File: config.mk
export PLATFORM = sky130hd
export DESIGN_NAME = voice_allocator
export DESIGN_NICKNAME = d
export VERILOG_FILES = /design/src/rtl/voice_allocator.sv
export SDC_FILE = /design/constraint.sdc
export NUM_CORES = 1
export LEC_CHECK = 0
export BUFFER_PORTS_ARGS = -buffer_cell sky130_fd_sc_hd__buf_2
export CAP_MARGIN = 25
export CORE_ASPECT_RATIO = 0.7
export CORE_MARGIN = 4
export CORE_UTILIZATION = 55
export CTS_CLUSTER_SIZE = 20
export DETAILED_ROUTE_END_ITERATION = 10
export PLACE_DENSITY = 0.74
export REMOVE_ABC_BUFFERS = 1
export SYNTH_ARGS = -nofsm -noshare
export SYNTH_HDL_FRONTEND = slang
export SYNTH_SLANG_ARGS = --single-unit
File: constraint.sdc
create_clock -name clk -period 12.83 [get_ports clk]
set_clock_uncertainty 0.15 [all_clocks]
set_input_delay 2.566 -clock clk [delete_from_list [all_inputs] [get_ports clk]]
set_output_delay 2.566 -clock clk [all_outputs]
set_load 0.1 [all_outputs]
File: src/rtl/voice_allocator.sv
// Polyphony scheduler: turns key-press edges into voice allocations,
// release-tail timing and voice stealing for a fixed karplus_note pool.
module voice_allocator #(
  parameter int NUM_KEYS    = 17,
  parameter int NUM_VOICES  = 4,
  parameter int KEY_W       = 5,
  parameter int REL_SAMPLES = 4800,
  parameter int AGE_W       = 8
) (
  input  logic                                  clk,
  input  logic                                  reset,
  input  logic [NUM_KEYS-1:0]                   key_state,
  input  logic                                  sample_tick,
  output logic [NUM_VOICES*KEY_W-1:0]           voice_key,
  output logic [NUM_VOICES-1:0]                 voice_busy,
  output logic [NUM_VOICES-1:0]                 voice_gate,
  output logic [NUM_VOICES-1:0]                 voice_trig,
  output logic                                  steal_evt,
  output logic [$clog2(NUM_VOICES+1)-1:0]       active_count
);

  localparam int CNT_W = $clog2(NUM_VOICES + 1);
  localparam int VI_W  = (NUM_VOICES > 1) ? $clog2(NUM_VOICES) : 1;
  localparam logic [AGE_W-1:0] AGE_MAX  = {AGE_W{1'b1}};
  localparam logic [15:0]      REL_LOAD = 16'(REL_SAMPLES);

  typedef enum logic [1:0] {V_FREE, V_HELD, V_REL} vst_e;
  typedef enum logic {S_IDLE, S_COMMIT} fsm_e;

  logic [NUM_KEYS-1:0] key_in_q;
  logic [NUM_KEYS-1:0] key_seen_q, key_seen_d;
  fsm_e                fsm_q, fsm_d;
  logic [KEY_W-1:0]    ev_key_q, ev_key_d;
  logic                ev_on_q, ev_on_d;

  vst_e             vst_q  [NUM_VOICES];
  vst_e             vst_d  [NUM_VOICES];
  logic [KEY_W-1:0] vkey_q [NUM_VOICES];
  logic [KEY_W-1:0] vkey_d [NUM_VOICES];
  logic [AGE_W-1:0] age_q  [NUM_VOICES];
  logic [AGE_W-1:0] age_d  [NUM_VOICES];
  logic [15:0]      rel_q  [NUM_VOICES];
  logic [15:0]      rel_d  [NUM_VOICES];

  logic [NUM_VOICES-1:0] trig_q, trig_d;
  logic                  steal_q, steal_d;
  logic [CNT_W-1:0]      act_q, act_d;

  logic [NUM_KEYS-1:0] on_pend, off_pend;
  logic [KEY_W-1:0]    on_idx, off_idx;
  logic                latch_en, commit;

  logic            off_hit, rt_hit, free_hit, rel_hit;
  logic [VI_W-1:0] off_sel, rt_sel, free_sel, rel_sel, held_sel, on_sel;
  logic [AGE_W-1:0] rel_age, held_age;
  logic            steal_need;

  assign on_pend  = key_in_q & ~key_seen_q;
  assign off_pend = ~key_in_q & key_seen_q;

  always_comb begin
    on_idx  = '0;
    off_idx = '0;
    for (int i = NUM_KEYS - 1; i >= 0; i--) begin
      if (on_pend[i])  on_idx  = KEY_W'(i);
      if (off_pend[i]) off_idx = KEY_W'(i);
    end
  end

  // FSM: state register
  always_ff @(posedge clk) begin
    if (reset) fsm_q <= S_IDLE;
    else       fsm_q <= fsm_d;
  end

  // FSM: next state
  always_comb begin
    fsm_d = fsm_q;
    unique case (fsm_q)
      S_IDLE:   if (|off_pend || |on_pend) fsm_d = S_COMMIT;
      S_COMMIT: fsm_d = S_IDLE;
      default:  fsm_d = S_IDLE;
    endcase
  end

  // FSM: outputs
  always_comb begin
    latch_en = 1'b0;
    commit   = 1'b0;
    unique case (fsm_q)
      S_IDLE:   latch_en = |off_pend || |on_pend;
      S_COMMIT: commit   = 1'b1;
      default:  ;
    endcase
  end

  // Off events win over on events
  always_comb begin
    ev_key_d = ev_key_q;
    ev_on_d  = ev_on_q;
    if (latch_en) begin
      ev_on_d  = ~|off_pend;
      ev_key_d = (|off_pend) ? off_idx : on_idx;
    end
    key_seen_d = key_seen_q;
    if (commit) key_seen_d[ev_key_q] = ev_on_q;
  end

  always_comb begin
    off_hit  = 1'b0; off_sel  = '0;
    rt_hit   = 1'b0; rt_sel   = '0;
    free_hit = 1'b0; free_sel = '0;
    for (int v = NUM_VOICES - 1; v >= 0; v--) begin
      if (vst_q[v] == V_HELD && vkey_q[v] == ev_key_q) begin
        off_hit = 1'b1; off_sel = VI_W'(v);
      end
      if (vst_q[v] == V_REL && vkey_q[v] == ev_key_q) begin
        rt_hit = 1'b1; rt_sel = VI_W'(v);
      end
      if (vst_q[v] == V_FREE) begin
        free_hit = 1'b1; free_sel = VI_W'(v);
      end
    end
  end

  // Oldest voice per class; strict compare keeps the lowest index on ties
  always_comb begin
    rel_hit  = 1'b0; rel_sel  = '0; rel_age  = '0;
    held_sel = '0;   held_age = '0;
    for (int v = 0; v < NUM_VOICES; v++) begin
      if (vst_q[v] == V_REL && (!rel_hit || age_q[v] > rel_age)) begin
        rel_hit = 1'b1; rel_sel = VI_W'(v); rel_age = age_q[v];
      end
    end
    for (int v = NUM_VOICES - 1; v >= 0; v--) begin
      if (vst_q[v] == V_HELD && age_q[v] >= held_age) begin
        held_sel = VI_W'(v); held_age = age_q[v];
      end
    end
  end

  always_comb begin
    steal_need = 1'b0;
    if (rt_hit)        on_sel = rt_sel;
    else if (free_hit) on_sel = free_sel;
    else if (rel_hit)  on_sel = rel_sel;
    else begin
      on_sel     = held_sel;
      steal_need = 1'b1;
    end
  end

  always_comb begin
    trig_d  = '0;
    steal_d = commit && ev_on_q && steal_need;
    act_d   = '0;
    for (int v = 0; v < NUM_VOICES; v++) begin
      vst_d[v]  = vst_q[v];
      vkey_d[v] = vkey_q[v];
      age_d[v]  = age_q[v];
      rel_d[v]  = rel_q[v];
      if (sample_tick && vst_q[v] != V_FREE && age_q[v] != AGE_MAX)
        age_d[v] = age_q[v] + 1'b1;
      if (sample_tick && vst_q[v] == V_REL) begin
        rel_d[v] = (rel_q[v] == 16'd0) ? 16'd0 : rel_q[v] - 16'd1;
        if (rel_q[v] <= 16'd1) vst_d[v] = V_FREE;
      end
      if (commit && ev_on_q && VI_W'(v) == on_sel) begin
        vst_d[v]  = V_HELD;
        vkey_d[v] = ev_key_q;
        age_d[v]  = '0;
        rel_d[v]  = '0;
        trig_d[v] = 1'b1;
      end
      if (commit && !ev_on_q && off_hit && VI_W'(v) == off_sel) begin
        vst_d[v] = (REL_SAMPLES == 0) ? V_FREE : V_REL;
        age_d[v] = age_q[v];
        rel_d[v] = REL_LOAD;
      end
      if (vst_d[v] != V_FREE) act_d = act_d + CNT_W'(1);
    end
  end

  always_ff @(posedge clk) begin
    if (reset) begin
      key_in_q   <= '0;
      key_seen_q <= '0;
      ev_key_q   <= '0;
      ev_on_q    <= 1'b0;
      trig_q     <= '0;
      steal_q    <= 1'b0;
      act_q      <= '0;
      for (int v = 0; v < NUM_VOICES; v++) begin
        vst_q[v]  <= V_FREE;
        vkey_q[v] <= '0;
        age_q[v]  <= '0;
        rel_q[v]  <= '0;
      end
    end else begin
      key_in_q   <= key_state;
      key_seen_q <= key_seen_d;
      ev_key_q   <= ev_key_d;
      ev_on_q    <= ev_on_d;
      trig_q     <= trig_d;
      steal_q    <= steal_d;
      act_q      <= act_d;
      for (int v = 0; v < NUM_VOICES; v++) begin
        vst_q[v]  <= vst_d[v];
        vkey_q[v] <= vkey_d[v];
        age_q[v]  <= age_d[v];
        rel_q[v]  <= rel_d[v];
      end
    end
  end

  always_comb begin
    for (int v = 0; v < NUM_VOICES; v++) begin
      voice_key[v*KEY_W +: KEY_W] = vkey_q[v];
      voice_busy[v] = (vst_q[v] != V_FREE);
      voice_gate[v] = (vst_q[v] == V_HELD);
    end
  end

  assign voice_trig   = trig_q;
  assign steal_evt    = steal_q;
  assign active_count = act_q;

endmodule

==> results of run 1 <==
==> final timing paths <==
check | endpoint | slack, ns | startpoint | depth (start not counted)
max | active_count[1] | 4.85 | vst_q[3][0] | 27
min | key_seen_q[10] | 0.32 | key_seen_q[10] | 2
max reg2reg | active_count[1] | 4.85 | vst_q[3][0] | 27
min reg2reg | key_seen_q[10] | 0.32 | key_seen_q[10] | 2
==> kinds of logic (layout without fill, tap and decap cells) <==
kind of cell             count (synthesis)  after routing  synth area share
AND/OR/NAND/NOR                        575            575            0.2832
AO/OA/AOI/OAI                          229            229            0.1457
XOR/XNOR                                85             85           0.07403
buffers and inverters                  104            151           0.04206
adder cells (fa/ha/maj)                 63             63           0.07839
multiplexers                            32             32           0.03223
flip-flops                             173            173            0.3444
==> placed cells by master, fill, tap and decap left out, drive strengths merged, types with 4 or more instances in the layout <==
master | synthesis | routed
nand3 | 40 | 40
nand2b | 36 | 36
nand2 | 99 | 99
and3 | 6 | 6
a211o | 4 | 4
clkinv | 1 | 7
dfxtp | 173 | 173
o211ai | 5 | 5
mux2i | 29 | 29
o21ai | 63 | 63
o21a | 5 | 5
nor2 | 196 | 196
a211oi | 5 | 5
a31oi | 26 | 26
xnor2 | 48 | 48
a311oi | 4 | 4
xor2 | 37 | 37
nor3 | 56 | 56
inv | 57 | 62
or4 | 10 | 10
nor3b | 8 | 8
a21oi | 74 | 74
nand4 | 19 | 19
nor2b | 43 | 43
ha | 63 | 63
and4 | 7 | 7
or2 | 4 | 4
buf | 19 | 61
clkbuf | 27 | 19
a21o | 5 | 5
nor4 | 18 | 18
and2 | 8 | 8
o2111ai | 5 | 5
or3 | 17 | 17
o31a | 4 | 4
==> through the flow <==
| stage | setup slack, ns | power [mW] | hold WS, ns |
|---|---|---|---|
| floorplan | 5.294 | 0.6216 | 0.2836 |
| global placement | 4.438 | 0.6476 | 0.2981 |
| detailed placement | 4.524 | 0.6491 | 0.3085 |
| CTS | 4.501 | 1.172 | 0.3186 |
| global route | 4.175 | 1.203 | 0.3453 |
| finish | 4.845 | 1.165 | 0.3173 |
==> registers in the layout, indices dropped and copies added (netlist names) <==
name and flops:
vkey_q 20, age_q 32, ev_on_q 1, key_seen_q 17, ev_key_q 5, steal_evt 1
vst_q 8, active_count 3, fsm_q 1, rel_q 64, key_in_q 17, voice_trig 4
==> power breakdown <==
part           switching, mW  internal [mW]
Clock                  0.245          0.281
Combinational         0.0551         0.0261
Sequential            0.0140          0.544
Total                  0.314          0.851
==> worst reg2reg max path, stage by stage, from the launching register on <==
cell	delay (ns)
dfxtp_1	0.44
nand2_1	0.16
inv_1	0.44
nand2_1	0.13
ha_1	0.30
and3_1	0.20
a221oi_1	0.29
o22a_2	0.42
a31oi_1	0.18
ha_1	0.34
nand2_1	0.08
nor4_2	0.32
a22o_2	0.39
nor2_1	0.09
a21oi_1	0.26
ha_1	0.17
nand4_1	0.15
a221oi_1	0.59
a2111oi_2	0.10
a2111o_2	0.50
a311oi_2	0.70
a21oi_1	0.19
nor2b_1	0.20
ha_1	0.31
xor2_1	0.23
ha_1	0.27
o21a_1	0.19
o31a_1	0.11
==> layer usage <==
layer  GRT usage  routed length, µm  vias to the layer above
li1            -                  -                     4480
met1      0.3653              12380                     4216
met2      0.3692              10630                      257
met3     0.05015               1710                       35
met4     0.06134                382                        0
met5           0                  0                        -
==> final cells by class <==
| class | instances | area share |
|---|---|---|
| clock inverter | 13 | 0.01380 |
| multi-input combinational | 984 | 0.5577 |
| timing repair buffer | 61 | 0.02896 |
| inverter | 58 | 0.01968 |
| tap | 236 | 0.02669 |
| clock buffer | 19 | 0.04004 |
| sequential | 173 | 0.3131 |
==> results.txt, run 1 <==
Antenna fix cells = 0
Fin area = 11,060 µm²
CP delay by family, top = compound AO/OA/AOI/OAI gates
Slowest library cell on the worst path = a311oi_2
Yosys warns = 0
Peak supply drop = 0.07545 mV
Clk_lat worst skew = 0.44 ns
Peak Freq = 125.2 MHz
Fraction of layout cells with a size suffix above 1 = 0.1032
Setup repair bufs after CTS = 0
Worst slew margin = 0.3282
Startpoint Class = register
Initial antenna violation count = 0
Worst-margin pin slew = 1.005 ns
Clock-pin slew on the worst setup and hold paths = 0.07 ns
Ys async rst share = 0
Status = finished clean
WS Path Type = reg2reg
Largest net degree at the start of global routing = 77
Routed wire per std cell = 16.26 µm
DRT Wirelength = 25,100 µm
Final antenna-violating net count = 0
Filler instances = 1,582
Final Cycle Share = 0.6224
Vias/cell = 5.821
Slew Limit Fails = 0
Setup TNS Final = 0 ns
Clk root buf = clkbuf_16
Global Route Usage Sum = 0.2474
CP Data Required Time = 13.01 ns
Worst min path class = reg2reg
Syn_area_per_cell = 7.975 µm²
H-Tree Depth = 4
Min cycle time layout = 7.985 ns
CP dominant cell by count = ha_1
Part of the Yosys area used for sequential elements = 0.3444
First-pass GRT wire length = 41,680 µm
Routability-driven placement congestion ratio = 0.9342
MaxCap Viol Count = 0
Die width = 169.6 µm
IO Count = 56
CORE AREA = 18,010 µm²
RSZ-0062 raised after global routing = false
Number of flops mapped to enable cells by yosys = 0
Post-CTS sizing = 0
Largest buffer count on any clock path = 2
Critical Path Sink Type = register
Pwr Density = 105.3 nW/µm²
Die area = 20,550 µm²
Dpl cells = 1,509
Via count = 8,988
Final Util = 0.6143
Synth top area share = 0.3444
Vias in the first global route = 8,325
Crit path DAT = 8.16 ns
CTS sink count = 173
TritonCTS Buffers = 17
First DRT Iteration DRCs = 844
Cells after Synth = 1,261
Cts-stage hold buffer count = 0
Final setup viols = 0
Finished Layout Cells = 1,544
Synth area leader = dfxtp_1
Synth Register Bits = 173
Most instantiated cells after synthesis = 185 x nor2_1, 173 x dfxtp_1, 97 x nand2_1
Rows = 41
Crit path max fanout = 18
Hold Fails Final Rpt = 0
Drt drc = 0
Buf/Inv on CP = 1
Initial Util = 0.5585
CTS tree = built
Synthesized area = 10,060 µm²
Nets = 1,378
Leading cell types by total area after synthesis = dfxtp_1 34%, ha_1 7.8%, nor2_1 6.9%
Reg area = 3463 µm²
Die H = 121.1 µm
PortBufs = 55
Count leader, synth = nor2_1
Area added between synthesis and finish = 10.00%
Overflow after GRT = 0
Pleak = 4.534 nW
Netlist cell types = 77
1st-pass router iterations = 7
DPL Wire Length = 18,160 µm
Multi-input logic area = 6170 µm²
Crit-path max cell delay = 0.70 ns
Area after DPL = 10,440 µm²
Main synth FF type = dfxtp_1
Power figures use the tool's default switching activity.
==> run 2, diff against run 1 <==
--- a/config.mk
+++ b/config.mk
@@ -5,6 +5,7 @@
 export SDC_FILE = /design/constraint.sdc
 export NUM_CORES = 1
 export LEC_CHECK = 0
+export ABC_AREA = 1
 export BUFFER_PORTS_ARGS = -buffer_cell sky130_fd_sc_hd__buf_2
 export CAP_MARGIN = 25
 export CORE_ASPECT_RATIO = 0.7
@@ -12,7 +13,7 @@
 export CORE_UTILIZATION = 55
 export CTS_CLUSTER_SIZE = 20
 export DETAILED_ROUTE_END_ITERATION = 10
-export PLACE_DENSITY = 0.74
+export PLACE_DENSITY = 0.77
 export REMOVE_ABC_BUFFERS = 1
 export SYNTH_ARGS = -nofsm -noshare
 export SYNTH_HDL_FRONTEND = slang
==> constraint.sdc (replaced) <==
create_clock -name clk -period 6.55 [get_ports clk]
set_clock_uncertainty 0.15 [all_clocks]
set_input_delay 1.31 -clock clk [delete_from_list [all_inputs] [get_ports clk]]
set_output_delay 1.31 -clock clk [all_outputs]
set_load 0.1 [all_outputs]
==> run 2 against run 1 <==
Effect of this change: flip-flop and latch count did not move; global-route usage rose by 1.9 points; worst setup slack got worse by 4.6 ns; hold slack improved by 0.0051 ns; critical endpoint unchanged; first-iteration DRC count rose by 46%.
==> results.txt, run 2 <==
Main synth FF type = dfxtp_1
Synth area leader = dfxtp_1
Final Cycle Share = 0.9673 (+0.3449)
Fraction of layout cells with a size suffix above 1 = 0.1792 (+0.07598)
Die area = 21,560 µm² (+4.9%)
Synthesized area = 10,580 µm² (+5.3%)
Syn_area_per_cell = 6.833 µm² (-14%)
Cts-stage hold buffer count = 0 (unchanged)
Clk_lat worst skew = 0.44 ns (about the same)
CTS tree = built
Tot Pwr = 2.365 mW (+100%)
CP Data Required Time = 6.74 ns (-6.27 ns)
Peak supply drop = 0.1873 mV (+150%)
Synth top area share = 0.3272 (-0.01718)
Setup TNS Final = 0 ns (unchanged)
Rows = 42 (+2.4%)
DPL Wire Length = 21,590 µm (+19%)
Pleak = 5.908 nW (+30%)
WS Path Type = reg2reg
Antenna fix cells = 0 (unchanged)
Yosys warns = 0 (unchanged)
Initial Util = 0.5595 (+0.0009837)
Most frequent cells in the layout = 291 x nand2_1, 217 x nor2_1, 206 x inv_1
Peak Freq = 157.8 MHz (+26%)
Critical Path Sink Type = register
TritonCTS Buffers = 17 (unchanged)
Area after DPL = 11,240 µm² (+7.6%)
Cells after Synth = 1,549 (+23%)
First-pass GRT wire length = 46,760 µm (+12%)
Max reg flops = 64 (unchanged)
Final setup viols = 0 (unchanged)
Min cycle time layout = 6.336 ns (-1.649 ns)
CP dominant cell by count = nand2_1
Initial antenna violation count = 0 (unchanged)
Count leader, synth = nand2_1
Fin area = 12,390 µm² (+12%)
Dpl cells = 1,850 (+23%)
Leading cell types by total area after synthesis = dfxtp_1 33%, nand2_1 11%, nor2_1 8.0%
Largest net degree at the start of global routing = 34 (-56%)
Area added between synthesis and finish = 17.02%
CORE AREA = 18,920 µm² (+5.1%)
Filler instances = 1,617 (+2.2%)
First DRT Iteration DRCs = 1,229 (+46%)
CP delay by family, top = simple AND/OR/NAND/NOR gates
Clock-pin slew on the worst setup and hold paths = 0.07 ns (about the same)
Number of flops mapped to enable cells by yosys = 0 (unchanged)
Vias/cell = 5.543 (-4.8%)
Most common cell after layout, fill and taps aside = nand2_1
Vias in the first global route = 9,390 (+13%)
Final antenna-violating net count = 0 (unchanged)
Drt drc = 0 (unchanged)
Ys async rst share = 0 (unchanged)
Routed wire per std cell = 15.62 µm (-3.9%)
Clk root buf = clkbuf_16
Finished Layout Cells = 1,905 (+23%)
Part of the Yosys area used for sequential elements = 0.3272 (-0.01718)
Final Util = 0.6547 (+0.04035)
IO Count = 56 (unchanged)
Final setup margin = 0.2145 ns (-4.631 ns)
Most flop-heavy register = rel_q
Startpoint Class = register
DRT Wirelength = 29,760 µm (+19%)
Crit-path max cell delay = 0.35 ns (-0.35 ns)
Registers with the most flip-flops = rel_q x64, age_q x32, vkey_q x20
Min Hold Slack = 0.3224 ns (+0.005092 ns)
Status = finished clean
Overflow after GRT = 0 (unchanged)
Worst min path class = reg2reg
PortBufs = 55 (unchanged)
Place WS = -0.007565 ns (-4.531 ns)
MaxCap Viol Count = 0 (unchanged)
Netlist cell types = 49 (-36%)
Synth Register Bits = 173 (unchanged)
H-Tree Depth = 4 (unchanged)
Worst-margin pin slew = 1.004 ns (-0.001777 ns)
Buf/Inv on CP = 13 (+12)
1st-pass router iterations = 6 (-1)
Crit path max fanout = 6 (-12)
Pwr Density = 191.0 nW/µm² (+81%)
Die width = 173.8 µm (+2.5%)
Nets = 1,733 (+26%)
Routability-driven placement congestion ratio = 0.9927 (+6.3%)
CTS sink count = 173 (unchanged)
Largest buffer count on any clock path = 2 (unchanged)
Most instantiated cells after synthesis = 308 x nand2_1, 225 x nor2_1, 212 x inv_1
Hold Fails Final Rpt = 0 (unchanged)
Crit path DAT = 6.53 ns (-1.63 ns)
Via count = 10,560 (+17%)
Slew Limit Fails = 0 (unchanged)
Worst slew margin = 0.3257 (-0.002515)
Global Route Usage Sum = 0.2668 (+0.01945)
Die H = 124.1 µm (+2.4%)
Slowest library cell on the worst path = dfxtp_2
## run 2: cell count changes after synthesis, sizes merged, moves of 29 or more
cell,previous run,this run
nand2,99,334
inv,57,231
nor2,196,241
nor2b,43,0
nand2b,36,1
mux2i,29,0
## run 2: layout make-up
cell class | count | area, µm² | share of cell area
Sequential cell | 173 | 3472 | 0.2803
Multi-Input combinational cell | 1120 | 6464 | 0.5219
Inverter | 233 | 887.1 | 0.07162
Timing Repair Buffer | 104 | 665.6 | 0.05374
Timing Repair inverter | 1 | 8.758 | 0.0007071
Tap cell | 242 | 302.8 | 0.02445
Clock inverter | 13 | 132.6 | 0.01071
Clock buffer | 19 | 452.9 | 0.03657
## run 2: what timing repair did
item | 4_1_cts | 5_1_grt
pin swaps | 1 | 39
setup endpoints to repair | 1 | 3
gates cloned | 0 | 6
gates resized for setup | 3 | 111
setup buffers | 2 | 16
## run 2: cells by family after synthesis
logic type / synth area share
flops: 0.3272
simple gates: 0.3174
buf+inv: 0.09729
compound gates: 0.1298
xor+xnor: 0.05379
fa+ha+maj: 0.07448
## run 2: worst paths after layout
| check | start | endpoint | slack, ns | cells after the start |
|---|---|---|---|---|
| hold reg to reg | key_seen_q[2] | key_seen_q[2] | 0.32 | 2 |
| setup / recovery | vst_q[3][0] | active_count[1] | 0.21 | 52 |
| setup reg to reg | vst_q[3][0] | active_count[1] | 0.21 | 52 |
| hold / removal | key_seen_q[2] | key_seen_q[2] | 0.32 | 2 |
## run 2: report_power, final
part / switching [mW] / internal (mW)
sequential: 0.0274 / 1.07
clock: 0.461 / 0.553
combinational: 0.182 / 0.0714
## run 2: worst reg2reg max path, delay by kind of cell (launching register included)
family / cells / cell delay [ns]
flops: 1 / 0.35
buf+inv: 13 / 1.11
simple gates: 28 / 2.67
fa+ha+maj: 5 / 1.36
compound gates: 6 / 0.62
## run 2: per-layer routing
layer  wire, µm  global-route usage  share of wire  vias to the layer above
li1           -                   -              -                     5229
met1      13960              0.3925           0.47                     4791
met2      12320              0.3958           0.41                      466
met3       2806             0.05522          0.094                       74
met4        676             0.07612          0.023                        0
met5          0                   0              0                        -
